$ cat src/rtl/clk_enable_bank_if.sv
// Bundled control and output signals of clk_enable_bank.
// The master drives the controls and reads the tick and level outputs.
interface clk_enable_bank_if #(
    parameter int NUM_CH = 4,
    parameter int CNT_W  = 27,
    parameter int SEL_W  = 3
);
    logic              sync;
    logic              hold;
    logic              div_wr;
    logic [SEL_W-1:0]  div_sel;
    logic [CNT_W-1:0]  div_data;
    logic [NUM_CH-1:0] tick;
    logic [NUM_CH-1:0] level;

    modport master (
        output sync, hold, div_wr, div_sel, div_data,
        input  tick, level
    );

    modport slave (
        input  sync, hold, div_wr, div_sel, div_data,
        output tick, level
    );
endinterface

$ cat src/rtl/clk_enable_bank.sv
// Multi-channel timebase. Each channel produces a one-cycle tick enable and a 50% level.
// Optional CLKDIV_RUNTIME_EN adds writable divisors. Without it, the divisors are the DIVS constants.
module clk_enable_bank #(
    parameter int NUM_CH = 4,
    parameter int CNT_W  = 27,
    parameter logic [NUM_CH*CNT_W-1:0] DIVS = {27'd33_333_333, 27'd200_000,
                                               27'd50_000_000, 27'd100_000_000},
    parameter int SEL_W  = 3
) (
    input logic              clk,
    input logic              RESET,
    clk_enable_bank_if.slave bus
);
    logic [CNT_W-1:0]  div_eff [NUM_CH];
    logic [NUM_CH-1:0] wr_hit;

    logic [CNT_W-1:0]  cnt_q [NUM_CH];
    logic [CNT_W-1:0]  cnt_d [NUM_CH];
    logic [NUM_CH-1:0] tick_q, tick_d;
    logic [NUM_CH-1:0] level_q, level_d;

`ifdef CLKDIV_RUNTIME_EN
    logic [CNT_W-1:0] div_q [NUM_CH];
    logic [CNT_W-1:0] div_d [NUM_CH];

    // A select at or above NUM_CH matches no channel, so that write is dropped.
    always_comb begin
        wr_hit = '0;
        for (int i = 0; i < NUM_CH; i++) begin
            wr_hit[i]  = bus.div_wr && (bus.div_sel == SEL_W'(i));
            div_d[i]   = wr_hit[i] ? bus.div_data : div_q[i];
            div_eff[i] = div_q[i];
        end
    end

    // NOTE: the divisor bank is a handful of flops, so it takes the DIVS values on reset.
    always_ff @(posedge clk or negedge RESET) begin
        if (!RESET) begin
            for (int i = 0; i < NUM_CH; i++) begin
                div_q[i] <= DIVS[i*CNT_W +: CNT_W];
            end
        end else begin
            div_q <= div_d;
        end
    end
`else
    logic [SEL_W-1:0] unused_div_sel;
    logic             unused_div_bits;
    assign unused_div_sel  = bus.div_sel;
    assign unused_div_bits = ^{bus.div_wr, bus.div_data};

    always_comb begin
        wr_hit = '0;
        for (int i = 0; i < NUM_CH; i++) begin
            div_eff[i] = DIVS[i*CNT_W +: CNT_W];
        end
    end
`endif

    // Per-channel priority: sync, then write, then hold or disabled, then count.
    always_comb begin
        // NOTE: every output gets a default first, so no path can infer a latch.
        tick_d  = '0;
        level_d = level_q;
        for (int i = 0; i < NUM_CH; i++) begin
            cnt_d[i] = cnt_q[i];
            if (bus.sync || wr_hit[i]) begin
                cnt_d[i]   = '0;
                level_d[i] = 1'b0;
            end else if (div_eff[i] == '0) begin
                cnt_d[i] = '0;
            end else if (bus.hold) begin
                cnt_d[i] = cnt_q[i];
            end else if (cnt_q[i] == div_eff[i] - CNT_W'(1)) begin
                cnt_d[i]   = '0;
                tick_d[i]  = 1'b1;
                level_d[i] = ~level_q[i];
            end else begin
                cnt_d[i] = cnt_q[i] + CNT_W'(1);
            end
        end
    end

    // NOTE: sequential state uses non-blocking assignments, so every flop samples pre-edge values.
    always_ff @(posedge clk or negedge RESET) begin
        if (!RESET) begin
            for (int i = 0; i < NUM_CH; i++) begin
                cnt_q[i] <= '0;
            end
            tick_q  <= '0;
            level_q <= '0;
        end else begin
            cnt_q   <= cnt_d;
            tick_q  <= tick_d;
            level_q <= level_d;
        end
    end

    assign bus.tick  = tick_q;
    assign bus.level = level_q;
endmodule

$ cat src/flat_wrapper.sv
// flat-port wrapper written by rule: the top's interface ports become plain ports
module clk_enable_bank_flat 
#(
    parameter int NUM_CH = 4,
    parameter int CNT_W  = 27,
    parameter logic [NUM_CH*CNT_W-1:0] DIVS = {27'd33_333_333, 27'd200_000,
                                               27'd50_000_000, 27'd100_000_000},
    parameter int SEL_W  = 3
)
  (clk, RESET, bus_sync, bus_hold, bus_div_wr, bus_div_sel, bus_div_data, bus_tick, bus_level);
  clk_enable_bank_if #(.NUM_CH(NUM_CH), .CNT_W(CNT_W), .SEL_W(SEL_W)) bus_i ();
  input logic clk;
  input logic RESET;
  input wire logic [$bits(bus_i.sync)-1:0] bus_sync;
  input wire logic [$bits(bus_i.hold)-1:0] bus_hold;
  input wire logic [$bits(bus_i.div_wr)-1:0] bus_div_wr;
  input wire logic [$bits(bus_i.div_sel)-1:0] bus_div_sel;
  input wire logic [$bits(bus_i.div_data)-1:0] bus_div_data;
  output wire logic [$bits(bus_i.tick)-1:0] bus_tick;
  output wire logic [$bits(bus_i.level)-1:0] bus_level;
  assign bus_i.sync = bus_sync;
  assign bus_i.hold = bus_hold;
  assign bus_i.div_wr = bus_div_wr;
  assign bus_i.div_sel = bus_div_sel;
  assign bus_i.div_data = bus_div_data;
  assign bus_tick = bus_i.tick;
  assign bus_level = bus_i.level;
  clk_enable_bank #(.NUM_CH(NUM_CH), .CNT_W(CNT_W), .DIVS(DIVS), .SEL_W(SEL_W)) u_core (.clk(clk), .RESET(RESET), .bus(bus_i));
endmodule
$ cat config.mk
export PLATFORM = sky130hd
export DESIGN_NAME = clk_enable_bank_flat
export DESIGN_NICKNAME = d
export VERILOG_FILES = /design/src/rtl/clk_enable_bank_if.sv /design/src/rtl/clk_enable_bank.sv /design/src/flat_wrapper.sv
export SDC_FILE = /design/constraint.sdc
export NUM_CORES = 1
export LEC_CHECK = 0
export CORE_MARGIN = 3
export CORE_UTILIZATION = 40
export DETAILED_ROUTE_END_ITERATION = 10
export GPL_ROUTABILITY_DRIVEN = 0
export PLACE_DENSITY = 0.62
export SLEW_MARGIN = 25
export SYNTH_ARGS = -nofsm -noshare
export SYNTH_HDL_FRONTEND = slang
export SYNTH_SLANG_ARGS = --single-unit
$ cat constraint.sdc
create_clock -name clk -period 2.9 [get_ports clk]
set_clock_uncertainty 0.05 [all_clocks]
set_input_delay 0.29 -clock clk [delete_from_list [all_inputs] [get_ports clk]]
set_output_delay 0.29 -clock clk [all_outputs]
set_load 0.005 [all_outputs]
==> results of run 1 <==
power breakdown:
group	internal (uW)	total (uW)	leakage (uW)	switching, uW
clock	1290	1980	0.000287	690
combinational	36.3	127	0.00108	90.8
sequential	1630	1640	0.00162	9.57
routing by layer:
layer	wire length, um	vias up	global-route usage, %
li1	-	2364	-
met3	371	18	4.30
met2	6340	76	27.5
met5	0	-	0
met4	161	0	5.50
met1	6220	2376	22.4
area by class of cell:
cell class              instances  area share [%]
clock buffers                  30            7.91
clock inverters                 2           0.140
inverters                       7           0.368
multi-input cells             504            43.8
flip-flops and latches        116            40.7
well taps                     184            3.23
repair buffers                 32            3.86
synth_stat cells, types with 3 or more instances:
library cell | count | share of area, %
dfrtp_1 | 116 | 47
nor2_1 | 115 | 7.0
xor2_1 | 62 | 8.8
nand4_1 | 47 | 4.8
nand2_1 | 42 | 2.6
nand3_1 | 40 | 3.3
a21oi_1 | 26 | 2.1
xnor2_1 | 22 | 3.1
and3_1 | 19 | 1.9
nor3_1 | 14 | 1.1
o21ai_0 | 13 | 1.1
clkbuf_1 | 12 | 0.73
or3_1 | 11 | 1.1
nor4_1 | 9 | 0.92
and4_1 | 7 | 1.0
inv_1 | 7 | 0.43
buf_2 | 5 | 0.41
ha_1 | 5 | 1.0
nor2b_1 | 5 | 0.51
or4_1 | 5 | 0.61
a31oi_1 | 4 | 0.41
nand2b_1 | 4 | 0.41
nand3b_1 | 4 | 0.49
nor4_4 | 4 | 1.4
or2_2 | 4 | 0.41
buf_4 | 3 | 0.37
nand4b_1 | 3 | 0.43
o21bai_1 | 3 | 0.37
placed cells by master (no fill, tap or decap), drive strengths merged, types with 5 or more instances in the layout:
cell	n
and3	19
a21oi	26
ha	5
xnor2	22
inv	7
xor2	62
and4	7
nand2	43
nand3	42
buf	22
clkdlybuf4s50	9
clkbuf	30
nor2b	5
nor4	14
or4	6
or3	11
dfrtp	116
o21ai	13
nand4	48
nor2	116
nor3	16
state kept, by name (all words and copies together) (netlist names):
signal	count
u_core.bus.tick	4
u_core.bus.level	4
u_core.cnt_q	108
worst register-to-register path: stages (launching register included):
cell	delay, ns
dfrtp_1	0.42
or4_4	0.56
nor4_4	0.37
nand3_4	0.20
o21bai_4	0.43
nor2_1	0.11
final timing paths:
| path | to | cells past startpoint |
|---|---|---|
| max | u_core.cnt_q[63] | 5 |
| min | u_core.cnt_q[74] | 3 |
| max reg2reg | u_core.cnt_q[63] | 5 |
| min reg2reg | u_core.cnt_q[53] | 2 |
| max in group asynchronous | u_core.cnt_q[9] | 3 |
| min in group asynchronous | u_core.cnt_q[107] | 2 |
through the flow:
step | hold WS [ns] | utilization, % | cells | cell area, um^2
detailed placement | 0.185 | 44.2 | 842 | 6550
floorplan | -0.0556 | - | 648 | 6150
global route | 0.166 | 48.2 | 875 | 7130
CTS | 0.137 | 48.2 | 875 | 7130
global placement | 0.183 | 44.2 | 842 | 6550
finish | 0.148 | 48.2 | 875 | 7130
cell families (layout without fill, tap and decap cells):
| logic type | count (synthesis) | in the layout |
|---|---|---|
| compound gates | 57 | 57 |
| simple gates | 356 | 356 |
| mux | 2 | 2 |
| flops | 116 | 116 |
| fa+ha+maj | 5 | 5 |
| buf+inv | 28 | 71 |
| xor+xnor | 84 | 84 |
==> flow_metrics.py, run 1 <==
metrics = {
    "critical_path": {
        "critPathMaxStageDelay_ns": 0.56,
        "path_buf_inv": 0,
        "cp_max_fo": 18,
        "cp-startpoint": "u_core.cnt_q[65]",
        "cp.required_ns": 3.13,
        "crit_slowest_cell": "or4_4",
        "start_kind": "flop",
        "r2r_slack_ns": 0.63,
        "crit_type": "flop to flop",
        "path_delay_family": "simple AND/OR/NAND/NOR gates",
        "crit_chain": "or4_4 > nor4_4 > nand3_4 > o21bai_4 > nor2_1",
        "arrival_ns": 2.49,
        "worstSetupEndpointType": "flop",
        "rr_startpoint": "u_core.cnt_q[65]",
    },
    "cts": {
        "clock_path_buffers": 2,
        "ctsResizeCount": 0,
        "clk_pin_slew_ns": 0.05,
        "clockRootBuffer": "clkbuf_16",
        "cts_tree": "built",
        "ctsHoldBuffers": 1,
        "cts_max_level": 4,
        "postCtsSetupBuffers": 0,
        "clkLatencyLatePin_ns": 0.41,
        "cts.sinks": 116,
        "numCtsBuffers": 17,
    },
    "final_layout": {
        "regArea_um2": 2900,
        "num-fill-cells": 1335,
        "fin_nets": 718,
        "multi_input_area_um2": 3120,
        "drive_above_1_share_pct": 10.6,
        "area_growth_pct": 16.0,
        "antenna_cells": 0,
    },
    "sta": {
        "rsz0062_at_grt": "false",
        "max_freq_ghz": 0.441,
        "finalCriticalPeriod_ns": 2.27,
        "setup_viol": 0,
        "tns_ns": 0,
        "final_max_slew_viol_count": 0,
        "setup_ws_ns": 0.635,
        "tightest_slew_ns": 0.602,
        "relSlewSlack_pct": 59.6,
        "fin_crit_sh_pct": 78.1,
        "hold_violations": 0,
    },
    "synthesis": {
        "ys_seq_area_share_pct": 47.2,
        "synth-simple-area-share_pct": 31.9,
        "synth_top_family_by_area": "simple AND/OR/NAND/NOR gates",
        "ys_ff_latch": 116,
        "synth_compound_area_share_pct": 5.56,
        "synth_fp_nets": 688,
        "synth_ff_type": "dfrtp_1",
        "syn_avg_cell_area_um2": 9.49,
        "async_flop_share_pct": 100,
        "synthDistinctLibCells": 59,
        "synth_mux_area_share_pct": 0.326,
        "synthXorXnorAreaFrac_pct": 12.0,
        "synth_edf_count": 0,
        "ys.warnings.count": 0,
        "syn-cell-area_um2": 6150,
        "synthAdderAreaFrac_pct": 1.02,
        "synthCells": 648,
    },
    "route": {
        "drtIter0Drc": 398,
        "drt_first_pass_iters": 5,
        "drcViolationCount": 0,
        "vias_per_cell": 5.52,
        "num_vias": 4834,
        "wl_per_cell_um": 15.0,
        "route.final.wire_length_um": 13100,
        "detail-route-antenna-nets": 0,
    },
    "grt": {
        "grt_pass1_wl_um": 23000,
        "grt_start_max_net_pins": 62,
        "antenna_found_initial": 0,
        "grt_overflow": 0,
        "grt_pass1_vias": 4799,
        "grt_usage_pct": 17.0,
    },
    "floorplan": {
        "die_h_um": 130,
        "coreArea_um2": 14800,
        "start_util_pct": 41.5,
        "die_area_um2": 16900,
        "ios": 43,
        "row_count": 44,
        "die_w_um": 130,
    },
    "worst_hold_path": {
        "min-delay-start": "bus_hold",
        "hp-class": "input pin to flop",
    },
    "pwr": {
        "cellPowerDensity_nw_per_um2": 526,
        "p_total_uw": 3750,
        "cellLeakagePower_uw": 0.00298,
        "vdd_drop_max_mv": 0.381,
    },
    "place": {
        "place_hpwl_um": 8640,
        "port-buffer-count": 11,
        "dp_slack_ns": 0.620,
    },
    "job": {
        "drv_cap": 0,
    },
    "status": {
        "outcome": "completed",
    },
}
Note: power is estimated with default switching activity, not from simulation.
==> run 2: changes to the inputs <==
--- a/config.mk
+++ b/config.mk
@@ -9,7 +9,7 @@
 export CORE_UTILIZATION = 40
 export DETAILED_ROUTE_END_ITERATION = 10
 export GPL_ROUTABILITY_DRIVEN = 0
-export PLACE_DENSITY = 0.62
+export PLACE_DENSITY = 0.64
 export SLEW_MARGIN = 25
 export SYNTH_ARGS = -nofsm -noshare
 export SYNTH_HDL_FRONTEND = slang
==> constraint.sdc (replaced) <==
create_clock -name clk -period 1.9 [get_ports clk]
set_clock_uncertainty 0.05 [all_clocks]
set_input_delay 0.19 -clock clk [delete_from_list [all_inputs] [get_ports clk]]
set_output_delay 0.19 -clock clk [all_outputs]
set_load 0.005 [all_outputs]
==> run 2 against run 1 <==
  * The run now ends with setup timing left
  * First-iteration DRC count is 13% higher
  * Critical path depth grew 1
  * Wire length is 16% higher
  * Via count grew 11%
  * Hold slack improved by 0.11 ns
  * Sequential power rose by 52%
  * Sequential cell count did not move
  * Sequential share of layout area is 5.7 points lower
  * Setup slack worse by 0.78 ns
  * Total power is 57% higher
  * Final cell count rose by 11%
  * Critical endpoint is now u_core.cnt_q[12]
  * Largest power group unchanged
==> flow_metrics.py, run 2 (same netlist as run 1, synthesis figures left out) <==
metrics = {
    "route": {
        "drcViolationCount": 0,
        "num_vias": 5381,
        "drtIter0Drc": 449,
        "wl_per_cell_um": 15.6,
        "route.final.wire_length_um": 15200,
        "vias_per_cell": 5.52,
        "drt_first_pass_iters": 6,
        "detail-route-antenna-nets": 0,
    },
    "floorplan": {
        "ios": 43,
        "row_count": 44,
        "start_util_pct": 41.5,
        "die_w_um": 130,
        "coreArea_um2": 14800,
        "die_area_um2": 16900,
        "die_h_um": 130,
    },
    "sta": {
        "final_max_slew_viol_count": 0,
        "finalCriticalPeriod_ns": 2.05,
        "tns_ns": -4.94,
        "setup_viol": 69,
        "max_freq_ghz": 0.488,
        "fin_crit_sh_pct": 108,
        "relSlewSlack_pct": 57.3,
        "setup_ws_ns": -0.147,
        "hold_violations": 0,
        "whs_ns": 0.262,
        "rsz0062_at_grt": "true",
        "tightest_slew_ns": 0.641,
    },
    "critical_path": {
        "critPathMaxStageDelay_ns": 0.59,
        "rr_startpoint": "u_core.cnt_q[10]",
        "cp.required_ns": 2.15,
        "arrival_ns": 2.29,
        "crit_chain": "or4_4 > nor3b_4 > nand3_2 > o21bai_4 > buf_8 > nor2_1",
        "path_buf_inv": 1,
        "path_delay_family": "simple AND/OR/NAND/NOR gates",
        "reg2reg_to": "u_core.cnt_q[12]",
        "cp-startpoint": "u_core.cnt_q[10]",
        "start_kind": "flop",
        "crit_slowest_cell": "or4_4",
        "ff2ff_path_depth": 6,
        "crit_type": "flop to flop",
        "worstSetupEndpointType": "flop",
        "r2r_slack_ns": -0.15,
        "cp_max_fo": 7,
    },
    "final_layout": {
        "top_register": "u_core.cnt_q",
        "layout_commonest_cell": "dfrtp_1",
        "multi_input_area_um2": 3450,
        "drive_above_1_share_pct": 30.3,
        "fin_nets": 817,
        "num-fill-cells": 1222,
        "antenna_cells": 0,
        "area_growth_pct": 35.1,
        "regArea_um2": 2900,
        "final_cell_mix": "dfrtp_1 (116), buf_4 (102), nor2_1 (77)",
        "largest_register_ffs": 108,
        "fin_cells": 974,
    },
    "cts": {
        "cts_max_level": 4,
        "clk_pin_slew_ns": 0.05,
        "cts_tree": "built",
        "numCtsBuffers": 17,
        "cts.sinks": 116,
        "clockRootBuffer": "clkbuf_16",
        "clkLatencyLatePin_ns": 0.41,
        "clock_path_buffers": 2,
    },
    "grt": {
        "grt_pass1_vias": 5195,
        "grt_pass1_wl_um": 24900,
        "grt_usage_pct": 18.2,
        "grt_overflow": 0,
        "antenna_found_initial": 0,
        "grt_start_max_net_pins": 117,
    },
    "place": {
        "dp_slack_ns": -0.201,
        "dp_cells": 925,
        "place_hpwl_um": 9590,
        "port-buffer-count": 11,
    },
    "worst_hold_path": {
        "min_to": "u_core.cnt_q[28]",
        "min-delay-start": "bus_hold",
        "hold_depth": 4,
        "hp-class": "input pin to flop",
    },
    "job": {
        "drv_cap": 0,
    },
    "status": {
        "failed_checks": "setup timing",
        "outcome": "finished with violations",
    },
    "pwr": {
        "cellPowerDensity_nw_per_um2": 708,
        "vdd_drop_max_mv": 0.550,
        "cellLeakagePower_uw": 0.00352,
        "p_total_uw": 5880,
    },
}
run 2: cell count changes in the layout (fill, tap and decap cells not counted), moves of 5 or more:
cell and change:
a21oi_1 -9, a21oi_2 +8, buf_4 +82, buf_6 +12
clkbuf_8 -7, nand3_1 -5, nand3_2 +5, nor2_1 -38
nor2_2 +32, nor2_4 +6, o21ai_0 -5, o21ai_1 +5
run 2: final cells by class:
class / instances / share of cell area, %
Multi-Input combinational cell: 504 / 41.6
Sequential cell: 116 / 35.0
Timing Repair Buffer: 131 / 13.5
Clock buffer: 22 / 5.59
Tap cell: 184 / 2.77
Clock inverter: 10 / 1.28
Inverter: 7 / 0.316
run 2: where the power goes:
part | internal (uW) | switching (uW) | leakage, uW | total, uW
Combinational | 108 | 180 | 0.00162 | 288
Clock | 1980 | 1110 | 0.000283 | 3100
Sequential | 2490 | 12.0 | 0.00162 | 2500
run 2: per-stage QoR:
stage / cell area (um^2) / utilization, %
global placement: 7230 / 48.8
detailed placement: 7230 / 48.8
finish: 8300 / 56.1
CTS: 8060 / 54.4
global route: 8300 / 56.1
floorplan: 6160 / -
run 2: worst register-to-register path: cells and delay by family, from the launching register on:
family,cells,cell delay [ns]
simple gates,4,1.09
flops,1,0.38
buf+inv,1,0.18
compound gates,1,0.24
run 2: what timing repair did:
| item | CTS | global route |
|---|---|---|
| pin swaps | 31 | 23 |
| setup endpoints to repair | 97 | 101 |
| setup buffers | 7 | 8 |
| cloned | 4 | 0 |
| hold buffers | 1 | 0 |
| resized for setup | 46 | 61 |
| hold endpoints to repair | 116 | 0 |
run 2: worst max-delay path by stage:
| stage | end | slack (ns) | cells past startpoint |
|---|---|---|---|
| finish | u_core.cnt_q[12] | -0.15 | 6 |
| global route | u_core.cnt_q[12] | -0.22 | 6 |
| CTS | u_core.cnt_q[100] | -0.12 | 6 |
| detailed placement | u_core.cnt_q[69] | -0.20 | 7 |
| global placement | u_core.cnt_q[69] | -0.15 | 7 |
| floorplan | u_core.cnt_q[87] | -0.14 | 6 |
run 2: per-layer routing:
layer | vias to the layer above | routed length, um | track usage (%) | share of wire (%)
met2 | 108 | 7320 | 29.0 | 48
met4 | 0 | 271 | 6.48 | 1.8
met1 | 2685 | 7090 | 24.5 | 47
met3 | 21 | 548 | 4.26 | 3.6
li1 | 2567 | - | - | -
met5 | - | 0 | 0 | 0
==> run 3: changes to the inputs <==
--- a/config.mk
+++ b/config.mk
@@ -5,12 +5,13 @@
 export SDC_FILE = /design/constraint.sdc
 export NUM_CORES = 1
 export LEC_CHECK = 0
+export CORE_ASPECT_RATIO = 0.5
 export CORE_MARGIN = 3
 export CORE_UTILIZATION = 40
 export DETAILED_ROUTE_END_ITERATION = 10
 export GPL_ROUTABILITY_DRIVEN = 0
 export PLACE_DENSITY = 0.64
-export SLEW_MARGIN = 25
+export SETUP_SLACK_MARGIN = 0.02
 export SYNTH_ARGS = -nofsm -noshare
 export SYNTH_HDL_FRONTEND = slang
 export SYNTH_SLANG_ARGS = --single-unit
==> run 3 against run 2 <==
  * The run still ends with setup timing left
  * Non-clock buffer count is 15 higher
  * Die area increased by 0.53%
  * Cell area is 6.9% higher
  * Total power increased by 0.37%
  * Setup slack lost 0.0040 ns
  * Critical endpoint is now u_core.cnt_q[68]
  * Clock power decreased by 2%
  * Sequential cell count did not move
  * Wire length increased by 6.5%
  * Core utilization increased by 4.2 points
  * Sequential share of layout area is 2.3 points lower
  * Global-route usage increased by 0.69 points
  * Final cell count rose by 3.0%
==> flow_metrics.py, run 3 (same netlist as run 1, synthesis figures left out) <==
metrics = {
    "status": {
        "outcome": "finished with violations",
        "failed_checks": "setup timing",
    },
    "sta": {
        "hold_violations": 0,
        "rsz0062_at_grt": "true",
        "finalCriticalPeriod_ns": 2.05,
        "setup_viol": 87,
        "setup_ws_ns": -0.151,
        "tightest_slew_ns": 0.635,
        "max_freq_ghz": 0.487,
        "final_max_slew_viol_count": 0,
        "whs_ns": 0.199,
        "fin_crit_sh_pct": 108,
        "tns_ns": -7.83,
        "relSlewSlack_pct": 57.5,
    },
    "critical_path": {
        "crit_path_end": "u_core.cnt_q[68]",
        "path_delay_family": "simple AND/OR/NAND/NOR gates",
        "start_kind": "flop",
        "rr_startpoint": "u_core.cnt_q[64]",
        "ff2ff_path_depth": 7,
        "crit_slowest_cell": "or4_4",
        "reg2reg_to": "u_core.cnt_q[68]",
        "cp_max_fo": 4,
        "r2r_slack_ns": -0.15,
        "crit_type": "flop to flop",
        "cp.depth": 7,
        "arrival_ns": 2.29,
        "critPathMaxStageDelay_ns": 0.55,
        "crit_chain": "or4_4 > nor4_4 > nand3_4 > o21bai_4 > buf_6 > clkbuf_16 > nor2_2",
        "path_buf_inv": 2,
        "worstSetupEndpointType": "flop",
        "cp-startpoint": "u_core.cnt_q[64]",
        "cp.required_ns": 2.14,
    },
    "place": {
        "place_hpwl_um": 9740,
        "port-buffer-count": 11,
        "placed_area_um2": 7360,
    },
    "route": {
        "drtIter0Drc": 334,
        "detail-route-antenna-nets": 0,
        "vias_per_cell": 5.44,
        "route.final.wire_length_um": 16200,
        "wl_per_cell_um": 16.2,
        "drcViolationCount": 0,
        "drt_first_pass_iters": 5,
        "num_vias": 5452,
    },
    "pwr": {
        "p_total_uw": 5900,
        "vdd_drop_max_mv": 0.594,
        "cellPowerDensity_nw_per_um2": 665,
        "cellLeakagePower_uw": 0.00360,
    },
    "cts": {
        "clockRootBuffer": "clkbuf_16",
        "clkLatencyLatePin_ns": 0.41,
        "clock_path_buffers": 2,
        "clk_pin_slew_ns": 0.06,
        "cts.sinks": 116,
        "cts_tree": "built",
        "numCtsBuffers": 17,
        "cts_max_level": 4,
    },
    "grt": {
        "grt_pass1_vias": 5286,
        "grt_overflow": 0,
        "grt_usage_pct": 18.9,
        "antenna_found_initial": 0,
        "grt_start_max_net_pins": 53,
        "grt_pass1_wl_um": 26100,
    },
    "floorplan": {
        "start_util_pct": 41.7,
        "die_area_um2": 17000,
        "die_h_um": 93.7,
        "coreArea_um2": 14700,
        "row_count": 31,
        "die_w_um": 181,
        "ios": 43,
    },
    "final_layout": {
        "final_cell_mix": "dfrtp_1 (115), buf_4 (108), xor2_1 (60)",
        "num-fill-cells": 1163,
        "area_growth_pct": 44.4,
        "utilization_pct": 60.2,
        "layout_commonest_cell": "dfrtp_1",
        "drive_above_1_share_pct": 38.3,
        "fin_nets": 832,
        "top_register": "u_core.cnt_q",
        "antenna_cells": 0,
        "final_area_um2": 8880,
        "largest_register_ffs": 108,
    },
    "worst_hold_path": {
        "hp-class": "input pin to async pin",
    },
    "job": {
        "drv_cap": 0,
    },
}
## run 3: cell count changes in the layout (fill, tap and decap cells not counted), sizes merged
cell,change
clkinvlp,+2
bufinv,-1
clkbuf,+5
clkinv,-3
buf,+12
## run 3: final cells by class
type / instances / area, um^2 / share of cell area (%)
Timing Repair Buffer: 146 / 1390 / 15.7
Multi-Input combinational cell: 504 / 3750 / 42.2
Sequential cell: 116 / 2900 / 32.7
Clock buffer: 24 / 482 / 5.42
Inverter: 7 / 26.3 / 0.296
Tap cell: 198 / 248 / 2.79
Clock inverter: 8 / 76.3 / 0.860
## run 3: how the worst min path moves through the flow
stage                               end  cells past startpoint  slack, ns
floorplan           u_core.bus.level[0]                      0      -0.16
global placement       u_core.cnt_q[14]                      1       0.09
detailed placement     u_core.cnt_q[15]                      1       0.09
CTS                   u_core.cnt_q[103]                      2       0.20
global route          u_core.cnt_q[103]                      2       0.22
finish                 u_core.cnt_q[16]                      2       0.20
## run 3: through the flow
stage | setup slack (ns) | std cells
finish | -0.151 | 1003
global route | -0.209 | 1003
CTS | -0.146 | 998
detailed placement | -0.166 | 952
global placement | -0.108 | 952
floorplan | -0.140 | 648
## run 3: metal layers
| layer | vias to the layer above | share of wire, % | GRT usage, % |
|---|---|---|---|
| met5 | - | 0 | 0 |
| met2 | 120 | 48 | 30.6 |
| met3 | 19 | 3.4 | 3.98 |
| li1 | 2588 | - | - |
| met4 | 0 | 1.4 | 5.07 |
| met1 | 2725 | 47 | 26.1 |
## run 3: where the power goes
part           total (uW)  internal [uW]  switching [uW]
combinational         381            163             218
sequential           2490           2490            8.09
clock                3030           1900            1130
total                5900           4540            1360
## run 3: repair_timing
action	4_1_cts	5_1_grt
endpoints found under the hold margin	48	0
cloned	5	4
gates resized for setup	50	146
setup buffers	9	8
setup endpoints to repair	92	105
hold buffers	1	0
pin swaps	30	51
